`config.mk`:
```
export PLATFORM = sky130hd
export DESIGN_NAME = adc_dout_emulator
export DESIGN_NICKNAME = d
export VERILOG_FILES = /design/src/rtl/adc_dout_emulator.sv
export SDC_FILE = /design/constraint.sdc
export NUM_CORES = 1
export LEC_CHECK = 0
export CAP_MARGIN = 20
export CORE_MARGIN = 2
export CORE_UTILIZATION = 50
export DETAILED_ROUTE_END_ITERATION = 12
export GPL_ROUTABILITY_DRIVEN = 1
export PLACE_DENSITY = 0.76
export RECOVER_POWER = 100
export SLEW_MARGIN = 20
export SYNTH_ARGS = -nofsm -noshare
export SYNTH_HDL_FRONTEND = slang
export SYNTH_SLANG_ARGS = --single-unit
```
`constraint.sdc`:
```
create_clock -name clk_i -period 13.78 [get_ports clk_i]
set_input_delay 1.378 -clock clk_i [delete_from_list [all_inputs] [get_ports clk_i]]
set_output_delay 1.378 -clock clk_i [all_outputs]
set_load 0.02 [all_outputs]
```
`src/rtl/adc_dout_emulator.sv`:
```
`timescale 1ns / 1ps
// Serialises eight 24-bit samples per frame onto DRDY/DCLK/DOUT0..3. Frame starts are FRAME_PERIOD cycles apart.
// The ch*_i inputs are latched on the frame-start cycle. There is no backpressure: the frame clock free-runs.
module adc_dout_emulator #(
  parameter int CLK_DIV      = 2,
  parameter int FRAME_PERIOD = 976
) (
  input  logic        clk_i,
  input  logic        reset_i,
  input  logic        enable_i,
  input  logic [23:0] ch1_i,
  input  logic [23:0] ch2_i,
  input  logic [23:0] ch3_i,
  input  logic [23:0] ch4_i,
  input  logic [23:0] ch5_i,
  input  logic [23:0] ch6_i,
  input  logic [23:0] ch7_i,
  input  logic [23:0] ch8_i,
  output logic        drdy_o,
  output logic        dclk_o,
  output logic [3:0]  dout_o,
  output logic        frame_start_o,
  output logic        busy_o
);

  localparam int DIV_W = (CLK_DIV > 1) ? $clog2(CLK_DIV) : 1;
  localparam int PER_W = $clog2(FRAME_PERIOD);
  localparam logic [DIV_W-1:0] DIV_LAST = DIV_W'(CLK_DIV - 1);
  localparam logic [PER_W-1:0] PER_LAST = PER_W'(FRAME_PERIOD - 1);

  if (CLK_DIV < 1 || FRAME_PERIOD < 128 * CLK_DIV + 2) begin : g_param_check
    $error("adc_dout_emulator: need CLK_DIV >= 1 and FRAME_PERIOD >= 128*CLK_DIV + 2");
  end

  typedef enum logic [1:0] {IDLE, SHIFT, GAP} state_e;

  state_e           state_q, state_d;
  logic [PER_W-1:0] per_q, per_d;
  logic [DIV_W-1:0] div_q, div_d;
  logic [5:0]       bit_q, bit_d;
  logic             dclk_q, dclk_d;
  logic             start_q, start_d;
  logic [63:0]      line_q [4];
  logic [63:0]      line_d [4];
  logic [23:0]      ch [8];

  assign ch[0] = ch1_i;
  assign ch[1] = ch2_i;
  assign ch[2] = ch3_i;
  assign ch[3] = ch4_i;
  assign ch[4] = ch5_i;
  assign ch[5] = ch6_i;
  assign ch[6] = ch7_i;
  assign ch[7] = ch8_i;

  function automatic logic [31:0] slot(input logic [2:0] chid, input logic [23:0] sample);
    return {5'b00000, chid, sample};
  endfunction

  always_ff @(posedge clk_i or posedge reset_i) begin
    if (reset_i) begin
      state_q <= IDLE;
      per_q   <= '0;
      div_q   <= '0;
      bit_q   <= '0;
      dclk_q  <= 1'b0;
      start_q <= 1'b0;
      for (int k = 0; k < 4; k++) line_q[k] <= '0;
    end else begin
      state_q <= state_d;
      per_q   <= per_d;
      div_q   <= div_d;
      bit_q   <= bit_d;
      dclk_q  <= dclk_d;
      start_q <= start_d;
      for (int k = 0; k < 4; k++) line_q[k] <= line_d[k];
    end
  end

  always_comb begin
    state_d = state_q;
    per_d   = per_q;
    div_d   = div_q;
    bit_d   = bit_q;
    dclk_d  = dclk_q;
    start_d = 1'b0;
    for (int k = 0; k < 4; k++) line_d[k] = line_q[k];
    unique case (state_q)
      IDLE: begin
        if (enable_i) begin
          state_d = SHIFT;
          start_d = 1'b1;
          per_d   = '0;
          div_d   = '0;
          bit_d   = '0;
          dclk_d  = 1'b0;
        end
      end
      SHIFT: begin
        per_d = per_q + 1'b1;
        // Shadow load happens at the end of the frame-start cycle; bit 31 of every slot is 0 until then.
        if (start_q) begin
          for (int k = 0; k < 4; k++)
            line_d[k] = {slot(3'(2 * k), ch[2 * k]), slot(3'(2 * k + 1), ch[2 * k + 1])};
        end
        if (div_q == DIV_LAST) begin
          div_d  = '0;
          dclk_d = ~dclk_q;
          if (dclk_q) begin
            bit_d = bit_q + 1'b1;
            for (int k = 0; k < 4; k++) line_d[k] = {line_q[k][62:0], 1'b0};
            if (bit_q == 6'd63) state_d = GAP;
          end
        end else begin
          div_d = div_q + 1'b1;
        end
      end
      GAP: begin
        if (per_q == PER_LAST) begin
          per_d = '0;
          if (enable_i) begin
            state_d = SHIFT;
            start_d = 1'b1;
            div_d   = '0;
            bit_d   = '0;
            dclk_d  = 1'b0;
          end else begin
            state_d = IDLE;
          end
        end else begin
          per_d = per_q + 1'b1;
        end
      end
      default: state_d = IDLE;
    endcase
  end

  always_comb begin
    busy_o        = (state_q == SHIFT);
    frame_start_o = start_q;
    drdy_o        = (state_q == SHIFT) && (bit_q == 6'd0);
    dclk_o        = (state_q == SHIFT) && dclk_q;
    dout_o        = '0;
    if (state_q == SHIFT && !start_q) begin
      for (int k = 0; k < 4; k++) dout_o[k] = line_q[k][63];
    end
  end

endmodule
```
== Yosys cells after proc, flatten, opt, wreduce, memory -nomap -nowiden ==
Index checks and enable logic that the tools add are counted.
Storage, ports and cells
  register bits after elaboration: 277
  logic and storage cells: 65
Cells by class
  multiplexer cells: 30
  equal/unequal tests: 9
  reduce and logical (&&, ||, !) cells: 12
  bitwise logic cells: 1
  add/sub/neg operators: 3
Operators with widths (count)
  2-to-1 mux 256 bit: 3
  one-hot mux 10 bit (3 select lines): 1
  2-to-1 mux 6 bit: 4
  2-to-1 mux 10 bit: 2
  one-hot mux 6 bit (3 select lines): 1
  adder 10 x 1 -> 10 bit, second input constant: 1
  == test 10 bit, second input constant: 1
  2-to-1 mux 2 bit: 5
  2-to-1 mux 1 bit: 9
  adder 6 x 1 -> 6 bit, second input constant: 1
  == test 6 bit, second input constant: 1
  zero test 6 bit: 1
  != test 2 x 1 -> 1 bit, second input constant: 3
  one-hot mux 1 bit (3 select lines): 2
  one-hot mux 2 bit (3 select lines): 1
  AND reduction 5 bit: 1
  2-to-1 mux 4 bit: 1
  != test 2 bit, second input constant: 2
  AND reduction 2 bit: 2
  AND reduction 4 bit: 1
  logical AND 1 bit: 3
  AND reduction 3 bit: 1
  nonzero test 3 bit: 1
  == test 2 x 1 -> 1 bit, second input constant: 1
  6 further kinds: 6

== Depth between registers and ports, before layout ==
Gate-level depths: netlist (run 1).
  depth after elaboration: 5
  mapped depth: 9
  gate-level depth less buffers: 7

== Least setup slack after synthesis (run 1) ==
OpenSTA, ideal clock, no wires.
  path kind: reg2out
  start point: reg state_q[1]
  end point: out drdy_o
  setup slack: 10578 ps
  path buffers: 1
  cell stages (with the launch flop): 6
  required time: 12402 ps
  arrival time: 1824 ps
  cell sequence: dfrtp_1 > inv_1 > ha_1 > buf_2 > nand2b_1 > nor4_1
On the way
  word-level cells in the longest chain between the ends: 2
Ends and longest elaborated chain
  from (decl): line 37  | state_e state_q, state_d;
  from (signal assigned): line 70  | state_q <= state_d;
  == test 2 x 1 -> 1 bit
  net busy_o: line 23  | output logic busy_o
  logical AND 1 bit: line 141  | drdy_o = (state_q == SHIFT) && (bit_q == 6'd0);
  to (decl): line 19  | output logic drdy_o,
The timed path passes the listed nets, and every way through them passes these cells.

== Worst setup path after layout (run 1) ==
  start point: reg state_q[1]
  end point: reg line_q[175] in the netlist's numbering
On the way
  word-level cells in the longest chain between the ends: 1
Ends and longest elaborated chain
  == test 2 x 1 -> 1 bit: line 88  | unique case (state_q)
  to (decl): line 43  | logic [63:0] line_q [4];
No other way between the ends.
A chain may end at the register's enable or synchronous reset.

==> results.ini, run 1 <==
[routing]
num_vias=8919
drc=0
viasPerCell=5.60
dr.pass1.iters=4
wl_per_cell_um=15.8
wl_um=25300
final_antenna_net_count=0
drtIter0Drc=520

[min_path]
hp-class=flop to flop

[finish]
area_growth_pct=27.1
final_core_util_pct=64.2
multi_input_area_um2=3980
drive_gt1_share_pct=5.04
regArea_um2=6930
antenna_cells=0
design_area_um2=14400
fillers=1848
fin_nets=1487

[sta]
hold_ws_ns=0.490
setup_viol=0
fin_skew_ns=0.0110
post-route-period-util_pct=50.7
fin_ws_ns=6.79
rsz0062_at_grt=no
tightest_slew_ns=5.58
fmax_mhz=143
slew_headroom_pct=-274
hold_violations=0
setup_tns_ns=0
final.min_clock_period_ns=6.99
drv_slew=547

[setup_path]
critPathMaxFanout=68
cp-start-kind=flop
crit_type=flop to flop
cp_data_required_time_ns=14.24
cp.arrival_ns=7.44
cp-end-kind=flop

[synth]
syn_nets=1328
synth_ff_type=dfrtp_1
postSynthCellCount=1126
syn_area_per_cell_um2=10.1
synth_top_area_cell=dfrtp_1
synth_edf_count=0
synthesis.area_um2=11400
synth.top_cell.area_share_pct=61.0
synth_area_leaders=dfrtp_1 61%, nor2_1 12%, o22ai_1 11%
ys_warn_count=0
synth_cell_types=46
ys_ff_latch=277
ys_seq_area_share_pct=61.0
synth.most_common_cell=nor2_1
async_reset_ff_share_pct=100
yosys-top-cells-count=378 x nor2_1, 277 x dfrtp_1, 193 x o22ai_1

[grt]
grt_overflow_total=0
grt_pass1_vias=8758
grt_first_pass_wirelength_um=42200
track_usage_pct=21.0
grt_max_degree=135
antenna_found_initial=0

[cts]
cts_resized=0
h-tree-depth=1
cts_root_buf=clkbuf_16
clk-insertion-delay-late_ns=0.54
clkTransAtPathRegs_ns=0.06
post-cts-setup-buffer-count=0
cts_tree=done
cts_buffers=30
ctsHoldBuffers=0
cts.sinks=277
clockBufferDepth=3

[placement]
place_area_um2=13500
io_buffers=202
place_congestion=0.787
dp_hpwl_um=15400
pre_cts_slack_ns=9.67

[job]
max_cap_violations=7

[run_status]
violations=max-capacitance violations, max-slew violations
outcome=complete, but fails checks

[power]
p_leak_uw=0.00605
power_per_cell_area_nw_per_um2=204
vdd_drop_max_uv=104

[floorplanning]
dieArea_um2=23900
die_width_um=155
die_y_um=155
start_util_pct=50.5
ios=203
rows=55
core_area_um2=22500

[placed cells by master, fill, tap and decap left out, drive strengths merged, types with 3 or more instances in the layout]
cell type	Yosys	layout
nand2b	7	7
clkdlybuf4s50	0	192
a31oi	3	3
nor2	378	378
buf	43	4
clkinv	0	9
o22a	12	12
o22ai	193	193
dfrtp	277	277
and2	6	6
a22o	57	57
nand3	11	11
and3	5	5
o21ai	15	15
ha	7	7
bufinv	0	3
clkbuf	41	48
nand2	13	13
nand4	7	7
inv	15	14
dlygate4sd3	0	10
a21oi	6	6
o311ai	6	6
[logic make-up after synthesis]
| family | share of synthesized area (%) |
|---|---|
| mux | 0.198 |
| buf+inv | 3.79 |
| compound gates | 18.6 |
| simple gates | 15.6 |
| fa+ha+maj | 0.771 |
| flops | 61.0 |
[per-layer routing]
| layer | global-route usage [%] | up-vias | routed length (µm) |
|---|---|---|---|
| met5 | 0 | - | 0 |
| met4 | 4.72 | 0 | 415 |
| met3 | 3.11 | 37 | 1240 |
| met2 | 33.0 | 236 | 11500 |
| met1 | 31.2 | 4327 | 12200 |
| li1 | - | 4319 | - |
[flip-flops by register name (all words and copies together), names as in the netlist]
name / count
per_q: 10
div_q: 1
frame_start_o: 1
dclk_q: 1
bit_q: 6
state_q: 2
line_q: 256
[per-stage QoR]
stage          total power [µW]  cells
2_1_floorplan              1900   1126
3_3_place_gp               2090   1537
3_5_place_dp               2140   1538
4_1_cts                    2980   1594
5_1_grt                    3160   1594
6_report                   2950   1594
[worst max-delay path, stage by stage, from the launching register on]
cell and delay, ns:
dfrtp_1 0.41, inv_1 0.09, ha_1 0.47, nand3_1 1.71
clkbuf_1 1.77, clkbuf_1 2.07, nor2_1 0.14, nor2_1 0.19
[power by group]
part / internal (µW) / switching, µW
logic: 340 / 467
clock network: 506 / 320
registers: 1140 / 183
[final cells by class]
cell class	instances	area share [%]
multi-input combinational	750	27.5
sequential	277	48.0
tap	285	2.47
inverter	15	0.399
clock inverter	13	1.09
clock buffer	43	6.17
timing repair buffer	211	14.3
[final timing paths]
kind	startpoint	end	slack [ns]	cells after the start
worst min-delay path	line_q[88]	line_q[88]	0.49	1
worst max-delay path	state_q[1]	line_q[175]	6.79	7
worst min register to register	line_q[88]	line_q[88]	0.49	1
worst max register to register	state_q[1]	line_q[175]	6.79	7
max in group asynchronous	reset_i	line_q[60]	8.09	3
min in group asynchronous	reset_i	line_q[78]	3.00	2
Power figures use the tool's default switching activity.
==> run 2: changes to the inputs <==
==> constraint.sdc (replaced) <==
create_clock -name clk_i -period 6.8 [get_ports clk_i]
set_input_delay 0.68 -clock clk_i [delete_from_list [all_inputs] [get_ports clk_i]]
set_output_delay 0.68 -clock clk_i [all_outputs]
set_load 0.02 [all_outputs]
==> run 2 against run 1 <==
  * Global-route usage fell by 0.18 points
  * First-iteration DRC count did not move
  * Clock skew is 0.0091 ns higher
  * Critical path type unchanged
  * Largest power group unchanged
  * Register-to-register slack got worse by 4.5 ns
  * Design area about the same
  * Flip-flop and latch count unchanged
  * Via count decreased by 0.43%
  * The run still ends with max-capacitance violations, max-slew violations left
  * Sequential share of layout area is essentially flat
  * Die area is the same
  * Hold slack got worse by 0.0039 ns
  * Final cell count barely moved
  * Non-clock buffer count decreased by 1
==> results.ini, run 2 (same netlist as run 1, synthesis figures left out) <==
[run_status]
outcome=complete, but fails checks
violations=max-capacitance violations, max-slew violations

[floorplanning]
dieArea_um2=23900
rows=55
ios=203
die_width_um=155
core_area_um2=22500
die_y_um=155
start_util_pct=50.5

[routing]
dr.pass1.iters=5
wl_per_cell_um=15.8
drtIter0Drc=520
wl_um=25200
viasPerCell=5.58
num_vias=8881
final_antenna_net_count=0
drc=0

[finish]
antenna_cells=0
largest_reg_flops=256
multi_input_area_um2=3970
drive_gt1_share_pct=5.20
top_register=line_q
fillers=1795
fin_nets=1486
regArea_um2=6930
area_growth_pct=27.0
final-instance-count-excl-fill=1593
final_cell_mix=378 x nor2_1, 277 x dfrtp_1, 193 x o22ai_1, 193 x clkdlybuf4s50_1, 57 x a22o_1
reg_top3=line_q (256), per_q (10), bit_q (6)
final_core_util_pct=64.1
layout_commonest_cell=nor2_1

[sta]
drv_slew=143
tightest_slew_ns=2.76
rsz0062_at_grt=no
setup_viol=0
fin_skew_ns=0.0201
setup_tns_ns=0
slew_headroom_pct=-83.8
fmax_mhz=224
final.min_clock_period_ns=4.46
post-route-period-util_pct=65.6
hold_violations=0
fin_ws_ns=2.34

[cts]
clockBufferDepth=3
clkTransAtPathRegs_ns=0.06
ctsHoldBuffers=0
h-tree-depth=1
cts_buffers=30
cts_root_buf=clkbuf_16
cts_resized=0
cts.sinks=277
post-cts-setup-buffer-count=0
cts_tree=done
clk-insertion-delay-late_ns=0.55

[setup_path]
cp_num_buf_inv=3
cp-start-kind=flop
crit_family=simple AND/OR/NAND/NOR gates
cp-end-kind=flop
cp.arrival_ns=4.93
cp_data_required_time_ns=7.27
critPathMaxFanout=115
cp_cell_sequence=inv_1, ha_1, nand2_1, inv_1, nand2_1, buf_6, o22ai_1, nor2_1
cp_slowest_cell=nand2_1
crit_type=flop to flop
critPathMaxStageDelay_ns=1.93

[power]
power_per_cell_area_nw_per_um2=409
switching_share_pct=33.3
p_switching_uw=1960
pwr-share-comb_pct=27.6
pwr-share-clk_pct=27.2
power.sequential.fraction_pct=45.2
p_leak_uw=0.00606
vdd_drop_max_uv=267
p_int_uw=3930
p_total_uw=5900

[grt]
grt_first_pass_wirelength_um=41900
grt_overflow_total=0
antenna_found_initial=0
grt_max_degree=184
grt_pass1_vias=8653
track_usage_pct=20.8

[job]
max_cap_violations=2

[min_path]
hp-class=flop to flop

[placement]
dp.cells=1536
io_buffers=202
pre_cts_slack_ns=3.30
dp_hpwl_um=15100
place_congestion=0.833

run 2: layer usage:
layer  wire [µm]  global-route usage (%)
met5           0                       0
met4         475                    4.81
met3        1410                    3.47
met2       11200                    31.9
met1       12100                    31.3
run 2: path summary, 6_finish.rpt:
kind	start	to	slack [ns]	cells after the start
min in group asynchronous	reset_i	line_q[40]	0.80	2
worst max-delay path	state_q[1]	line_q[162]	2.34	8
worst max register to register	state_q[1]	line_q[162]	2.34	8
max in group asynchronous	reset_i	line_q[120]	4.48	3
worst min-delay path	line_q[58]	line_q[58]	0.49	1
worst min register to register	line_q[58]	line_q[58]	0.49	1
run 2: power groups by stage:
stage	clock [µW]	sequential [µW]	combinational, µW
finish	1600	2670	1630
global route	1710	2740	1860
CTS	1640	2670	1660
detailed placement	0	2690	1650
global placement	0	2660	1580
floorplan	0	2580	1270
run 2: metrics by stage:
step / hold slack, ns / instance area, µm²
after global routing: 0.504 / 14400
after detailed placement: 0.478 / 13500
after global placement: 0.470 / 13500
after floorplan: 0.458 / 11400
after CTS: 0.491 / 14500
final: 0.486 / 14400
run 2: layout make-up:
cell class	instances	area share [%]
clock buffers	42	6.00
repair buffers	210	14.7
clock inverters	14	0.928
multi-input cells	750	27.5
flip-flops and latches	277	48.0
inverters	15	0.399
well taps	285	2.47
